**config.mk**
```make
export PLATFORM = sky130hd
export DESIGN_NAME = blk_fb76cb
export DESIGN_NICKNAME = d
export VERILOG_FILES = /design/src/rtl/sonic_eth_pause_pkg.sv /design/src/rtl/sonic_v1_15_st_pipe_stage.sv /design/src/rtl/blk_fb76cb.sv
export SDC_FILE = /design/constraint.sdc
export NUM_CORES = 1
export LEC_CHECK = 0
export BUFFER_PORTS_ARGS = -buffer_cell sky130_fd_sc_hd__buf_4
export CAP_MARGIN = 10
export CORE_MARGIN = 5
export CORE_UTILIZATION = 55
export DETAILED_ROUTE_END_ITERATION = 12
export PLACE_DENSITY = 0.89
export SLEW_MARGIN = 25
export SYNTH_ARGS = -nofsm -noshare
export SYNTH_HDL_FRONTEND = slang
export SYNTH_HIERARCHICAL = 1
export SYNTH_SLANG_ARGS = --single-unit
```
**constraint.sdc**
```tcl
create_clock -name clk -period 6 [get_ports clk]
set_clock_uncertainty 0.2 [all_clocks]
set_input_delay 0.6 -clock clk [delete_from_list [all_inputs] [get_ports clk]]
set_output_delay 0.6 -clock clk [all_outputs]
set_load 0.02 [all_outputs]
```
**src/rtl/sonic_eth_pause_pkg.sv**
```systemverilog
// Shared 802.3x PAUSE definitions for the RX pause decoder and the TX pause generator.
// Word offsets count 64-bit beats after SOP, first byte on [63:56].
package sonic_eth_pause_pkg;

    localparam logic [15:0] PAUSE_ETYPE      = 16'h8808;
    localparam logic [15:0] PAUSE_OPCODE     = 16'h0001;
    localparam logic [47:0] PAUSE_DA_DEFAULT = 48'h0180C2000001;

    // DA in [63:16] of word 0, EtherType/opcode in [31:0] of word 1, quanta in [63:48] of word 2
    localparam int WORD_DA     = 0;
    localparam int WORD_ETYPE  = 1;
    localparam int WORD_QUANTA = 2;

    typedef enum logic [2:0] {
        PS_IDLE,
        PS_W1,
        PS_W2,
        PS_TAIL,
        PS_DROP
    } pause_state_t;

    typedef struct packed {
        logic [63:0] data;
        logic        error;
        logic        sop;
        logic        eop;
        logic [2:0]  empty;
    } st_beat_t;

endpackage

```
**src/rtl/sonic_v1_15_st_pipe_stage.sv**
```systemverilog
// One-deep Avalon-ST register stage: 1-cycle latency, full throughput while out_ready is high,
// payload held stable while stalled.
module sonic_v1_15_st_pipe_stage #(
    parameter int W = 8
) (
    input  logic         clk,
    input  logic         reset_n,
    output logic         in_ready,
    input  logic         in_valid,
    input  logic [W-1:0] in_payload,
    input  logic         out_ready,
    output logic         out_valid,
    output logic [W-1:0] out_payload
);

    assign in_ready = out_ready | ~out_valid;

    // NOTE: the payload register is reset along with out_valid so every out_* reads 0 after reset.
    always_ff @(posedge clk or negedge reset_n) begin
        if (!reset_n) begin
            out_valid   <= 1'b0;
            out_payload <= '0;
        end else if (in_valid && in_ready) begin
            // NOTE: clocked state uses <= so every register samples pre-edge values.
            out_valid   <= 1'b1;
            out_payload <= in_payload;
        end else if (out_ready) begin
            out_valid   <= 1'b0;
        end
    end

endmodule

```
**src/rtl/blk_fb76cb.sv**
```systemverilog
// RX pause-control decoder: forwards the MAC RX stream through one register stage and
// recognises 802.3x PAUSE frames, reporting quanta and pause statistics.
module blk_fb76cb
    import sonic_eth_pause_pkg::*;
#(
    parameter int          ERR_W    = 2,
    parameter int          CNT_W    = 32,
    parameter bit          DA_CHECK = 1'b1,
    parameter logic [47:0] PAUSE_DA = PAUSE_DA_DEFAULT
) (
    input  logic             clk,
    input  logic             reset_n,
    output logic             in_ready,
    input  logic             in_valid,
    input  logic [63:0]      in_data,
    input  logic [ERR_W-1:0] in_error,
    input  logic             in_startofpacket,
    input  logic             in_endofpacket,
    input  logic [2:0]       in_empty,
    input  logic             out_ready,
    output logic             out_valid,
    output logic [63:0]      out_data,
    output logic             out_error,
    output logic             out_startofpacket,
    output logic             out_endofpacket,
    output logic [2:0]       out_empty,
    output logic             pause_valid,
    output logic [15:0]      pause_quanta,
    output logic [CNT_W-1:0] pause_frame_cnt,
    output logic [CNT_W-1:0] pause_err_cnt
);

    st_beat_t in_beat;
    st_beat_t out_beat;

    assign in_beat = '{data:  in_data,
                       error: |in_error,
                       sop:   in_startofpacket,
                       eop:   in_endofpacket,
                       empty: in_empty};

    sonic_v1_15_st_pipe_stage #(
        .W($bits(st_beat_t))
    ) u_pipe (
        .clk         (clk),
        .reset_n     (reset_n),
        .in_ready    (in_ready),
        .in_valid    (in_valid),
        .in_payload  (in_beat),
        .out_ready   (out_ready),
        .out_valid   (out_valid),
        .out_payload (out_beat)
    );

    assign out_data          = out_beat.data;
    assign out_error         = out_beat.error;
    assign out_startofpacket = out_beat.sop;
    assign out_endofpacket   = out_beat.eop;
    assign out_empty         = out_beat.empty;

    pause_state_t state, state_nxt;
    logic [15:0]  quanta_cand;
    logic         accept;
    logic         da_ok;
    logic         type_ok;
    logic         capture;
    logic         pulse;
    logic         err_inc;

    assign accept  = in_valid & in_ready;
    assign da_ok   = !DA_CHECK || (in_data[63:16] == PAUSE_DA);
    assign type_ok = (in_data[31:16] == PAUSE_ETYPE) && (in_data[15:0] == PAUSE_OPCODE);

    // A SOP beat always restarts parsing as word 0, whatever frame was in progress.
    always_comb begin
        // NOTE: every output of this block gets a default first so no latch can be inferred.
        state_nxt = state;
        capture   = 1'b0;
        pulse     = 1'b0;
        err_inc   = 1'b0;
        if (accept) begin
            if (in_startofpacket) begin
                if (in_endofpacket) begin
                    state_nxt = PS_IDLE;
                    err_inc   = da_ok;
                end else begin
                    state_nxt = da_ok ? PS_W1 : PS_DROP;
                end
            end else begin
                unique case (state)
                    PS_IDLE: state_nxt = PS_IDLE;
                    PS_W1: begin
                        if (in_endofpacket) begin
                            state_nxt = PS_IDLE;
                            err_inc   = type_ok;
                        end else begin
                            state_nxt = type_ok ? PS_W2 : PS_DROP;
                        end
                    end
                    PS_W2: begin
                        if (in_endofpacket) begin
                            state_nxt = PS_IDLE;
                            err_inc   = 1'b1;
                        end else begin
                            state_nxt = PS_TAIL;
                            capture   = 1'b1;
                        end
                    end
                    PS_TAIL: begin
                        if (in_endofpacket) begin
                            state_nxt = PS_IDLE;
                            pulse     = ~|in_error;
                            err_inc   = |in_error;
                        end
                    end
                    PS_DROP: begin
                        if (in_endofpacket) state_nxt = PS_IDLE;
                    end
                    default: state_nxt = PS_IDLE;
                endcase
            end
        end
    end

    // Pulse and counters update on the EOP accept edge, i.e. when that beat first shows on out_*.
    always_ff @(posedge clk or negedge reset_n) begin
        if (!reset_n) begin
            state           <= PS_IDLE;
            quanta_cand     <= '0;
            pause_valid     <= 1'b0;
            pause_quanta    <= '0;
            pause_frame_cnt <= '0;
            pause_err_cnt   <= '0;
        end else begin
            state       <= state_nxt;
            pause_valid <= pulse;
            if (capture) quanta_cand <= in_data[63:48];
            if (pulse) begin
                pause_quanta <= quanta_cand;
                if (pause_frame_cnt != '1) pause_frame_cnt <= pause_frame_cnt + 1'b1;
            end
            if (err_inc && (pause_err_cnt != '1)) pause_err_cnt <= pause_err_cnt + 1'b1;
        end
    end

endmodule

```
==> results.md <==
- FMAX: a little over 0.3 GHz
- Clock latency on the worst-skew pair: between 400 and 500 ps
- Crit path DAT: around 3400 ps
- Critical path class: reg -> reg
- Status: finished clean
- Worst Setup Start Kind: flop
- Most common cell in the netlist: dfrtp_1
- Post-Syn Instances: 600
- Synth warn: 6
- Routed Antenna Nets: 0
- GP Congestion: between 0.8 and 0.9
- Synth Cell Area: around 7700 um2
- Post-CTS Resized: 0
- Die W: about 130 um
- Number of enable flip-flop cells after synthesis: 0
- Req. time, crit path: around 6100 ps
- Routed WL per cell: ~19 um
- TritonCTS clock tree: done
- Fin. Hold Viols: 0
- Max_cap viols: 0
- Vias per inst: 5.55
- Primary FF master, synth: dfrtp_1
- Nets@finish: between 900 and 1000
- Vias: approximately 5700
- Min Hold Slack: 61.8 ps
- Initial core utilization: between 50 and 60%
- Total power: 2990 uW
- Setup TNS: 0 ps
- RSZ-0062 raised after global routing: no
- Internal Pwr Total: between 2000 and 2500 uW
- DRT Pass-1 Iters: 4
- Clk pwr share: 39.2%
- Worst VDD drop: 0.246 mV
- Pre-CTS setup slack: about 2400 ps
- Diode count: 0
- Postcts setup bufs: 0
- DRT Wirelength: a little under 20000 um
- Core Area: approximately 14000 um2
- Largest cells by area after synthesis: dfrtp_1, mux2_4, xor2_1
- DRT iter0 DRCs: 483
- Power Dens Cells: 295 nW/um2
- First-pass GRT wire length: ~32000 um
- # setup viols final: 0
- Synth area leader: dfrtp_1
- Total gr overflow: 0
- Full die area: about 16000 um2
- Setup ws final: between 2000 and 3000 ps
- Synth top area share: 55.9%
- Critical Path Fanout Max: 21
- Maximum number of pins on one net before global-route repair: slightly above 100
- Vias in the first global route: ~5900
- Flop pwr share: 43.9%
- HP Class: in -> async
- CTS Sinks: roughly 170
- Max-slew violations: 0
- Area Overhead vs Synth: 32.1%
- Post-synthesis cell type count: 49
- Post-synthesis sequential area ratio: 55.9%
- Relative slew slack: a little under two fifths
- Fraction of layout cells with a size suffix above 1: between 40% and 50%
- Inst Count DP: 990
- Net switching power: about 780 uW
- All-layer global routing usage: about 25%
- Port bufs: roughly 230
- Initial antenna violation count: 0
- FF+latch count, synth: ~170
- Placement Rows: 43
- Post-synth top cells: dfrtp_1, nand2_1, mux2_4
- Final cell count without fillers: about 1000
- Async set-reset flop share out of synthesis: 100%
- Total CTS buffers: 17
- Drt drc: 0
- Comb pwr share: between 10% and 20%
- Die Y: between 100 and 150 um
- Syn_nets: 677
- Tightest Pin Transition: slightly above 900 ps
- Post-route minimum period: 3280 ps
- Crit. End Element: flop
- Leak: between 0.005 and 0.006 uW
- Syn_area_per_cell: 12.8 um2
- Hpwl dp: 14300 um
- Htree depth: 4
- I/O pin count: roughly 230
- Final Cycle Share: 54.6%
- Root buffer cell: clkbuf_16
- Switching Fraction: between 20% and 30%
- CTS hold repair buffers: 0
- Max Root-Sink Buffers: 2
- CTS clock-pin slew for the worst setup and hold paths: approximately 60 ps
power by group through the flow:
stage | sequential, uW | combinational (uW) | clock, uW
floorplan | 1430 | 162 | 0
global placement | 1320 | 500 | 0
detailed placement | 1330 | 511 | 0
CTS | 1310 | 512 | 1190
global route | 1320 | 533 | 1240
finish | 1310 | 506 | 1170
final cells by class:
class | count | area (um2)
Tap cell | 180 | 225
Sequential cell | 171 | 4280
Inverter | 11 | 41.3
Clock buffer | 17 | 425
Clock inverter | 15 | 210
Multi-Input combinational cell | 397 | 3190
Timing Repair Buffer | 231 | 1740
Fill cell | 925 | 3660
logic make-up after synthesis:
kind of cell / share of synthesized area [%]
DFF: 55.9
and+or+nand+nor: 16.3
AOI/OAI and AO/OA: 1.73
buffers and inverters: 2.42
adders and majority gates: 0.327
xor gates and xnor gates: 6.75
muxes: 16.5
cell usage in the layout (no fill, tap or decap), types with 2 or more instances in the layout:
master | Yosys | layout
and4_1 | 4 | 4
a21oi_1 | 3 | 3
clkinv_4 | 0 | 3
xor2_1 | 34 | 34
nand2b_1 | 5 | 5
xnor2_1 | 25 | 25
inv_1 | 10 | 10
nor2_1 | 19 | 19
nand4_1 | 20 | 20
clkbuf_16 | 0 | 17
mux2_4 | 70 | 70
nor3_1 | 16 | 16
nand2_1 | 73 | 73
clkinvlp_4 | 0 | 2
and3_1 | 7 | 7
nor3_2 | 4 | 4
buf_4 | 2 | 230
dfrtp_1 | 171 | 171
and2_1 | 5 | 5
ha_1 | 2 | 2
mux2_2 | 19 | 19
or4_1 | 4 | 4
a41oi_1 | 3 | 3
nand3_1 | 27 | 27
bufinv_16 | 0 | 4
nor4_1 | 29 | 29
inv_6 | 0 | 5
or2_2 | 2 | 2
o31ai_1 | 2 | 2
nor4b_1 | 5 | 5
state kept, by name, indices dropped and copies added, names as in the netlist:
signal / flops
pause_err_cnt: 32
state: 3
u_pipe/out_valid: 1
pause_frame_cnt: 32
quanta_cand: 16
pause_valid: 1
pause_quanta: 16
u_pipe/out_payload: 70
layer usage:
| metal | share of wire, % | GRT usage, % | up-vias |
|---|---|---|---|
| met5 | 0 | 0 | - |
| met4 | 2.7 | 9.43 | 0 |
| met3 | 6.4 | 4.83 | 41 |
| met2 | 51 | 40.7 | 208 |
| met1 | 39 | 32.0 | 2842 |
| li1 | - | - | 2585 |
critical path, cell delays in order (launching register included):
cell and delay [ps]:
dfrtp_1 420, nand2b_4 160, nand3_1 90, or4_1 830, inv_2 440, nand4_1 210, nor3_2 450, nand3_1 170
xnor2_1 160
metrics by stage:
stage | area, um2 | utilization [%]
2_1_floorplan | 7650 | -
3_3_place_gp | 9470 | 68.8
3_5_place_dp | 9470 | 68.8
4_1_cts | 10100 | 73.4
5_1_grt | 10100 | 73.4
6_report | 10100 | 73.4
final timing paths:
check                      cells after the start                      to  slack (ps)             start
setup / recovery                               8     pause_frame_cnt[29]        2720  u_pipe/out_valid
hold / removal                                 1  u_pipe/out_payload[47]          60           reset_n
setup reg to reg                               8     pause_frame_cnt[29]        2720  u_pipe/out_valid
hold reg to reg                                2         pause_quanta[6]         270    quanta_cand[6]
max in group asynchronous                      2       pause_err_cnt[14]        4100           reset_n
min in group clk                               2   u_pipe/out_payload[0]         210       in_empty[0]
Note: power is estimated with default switching activity, not from simulation.
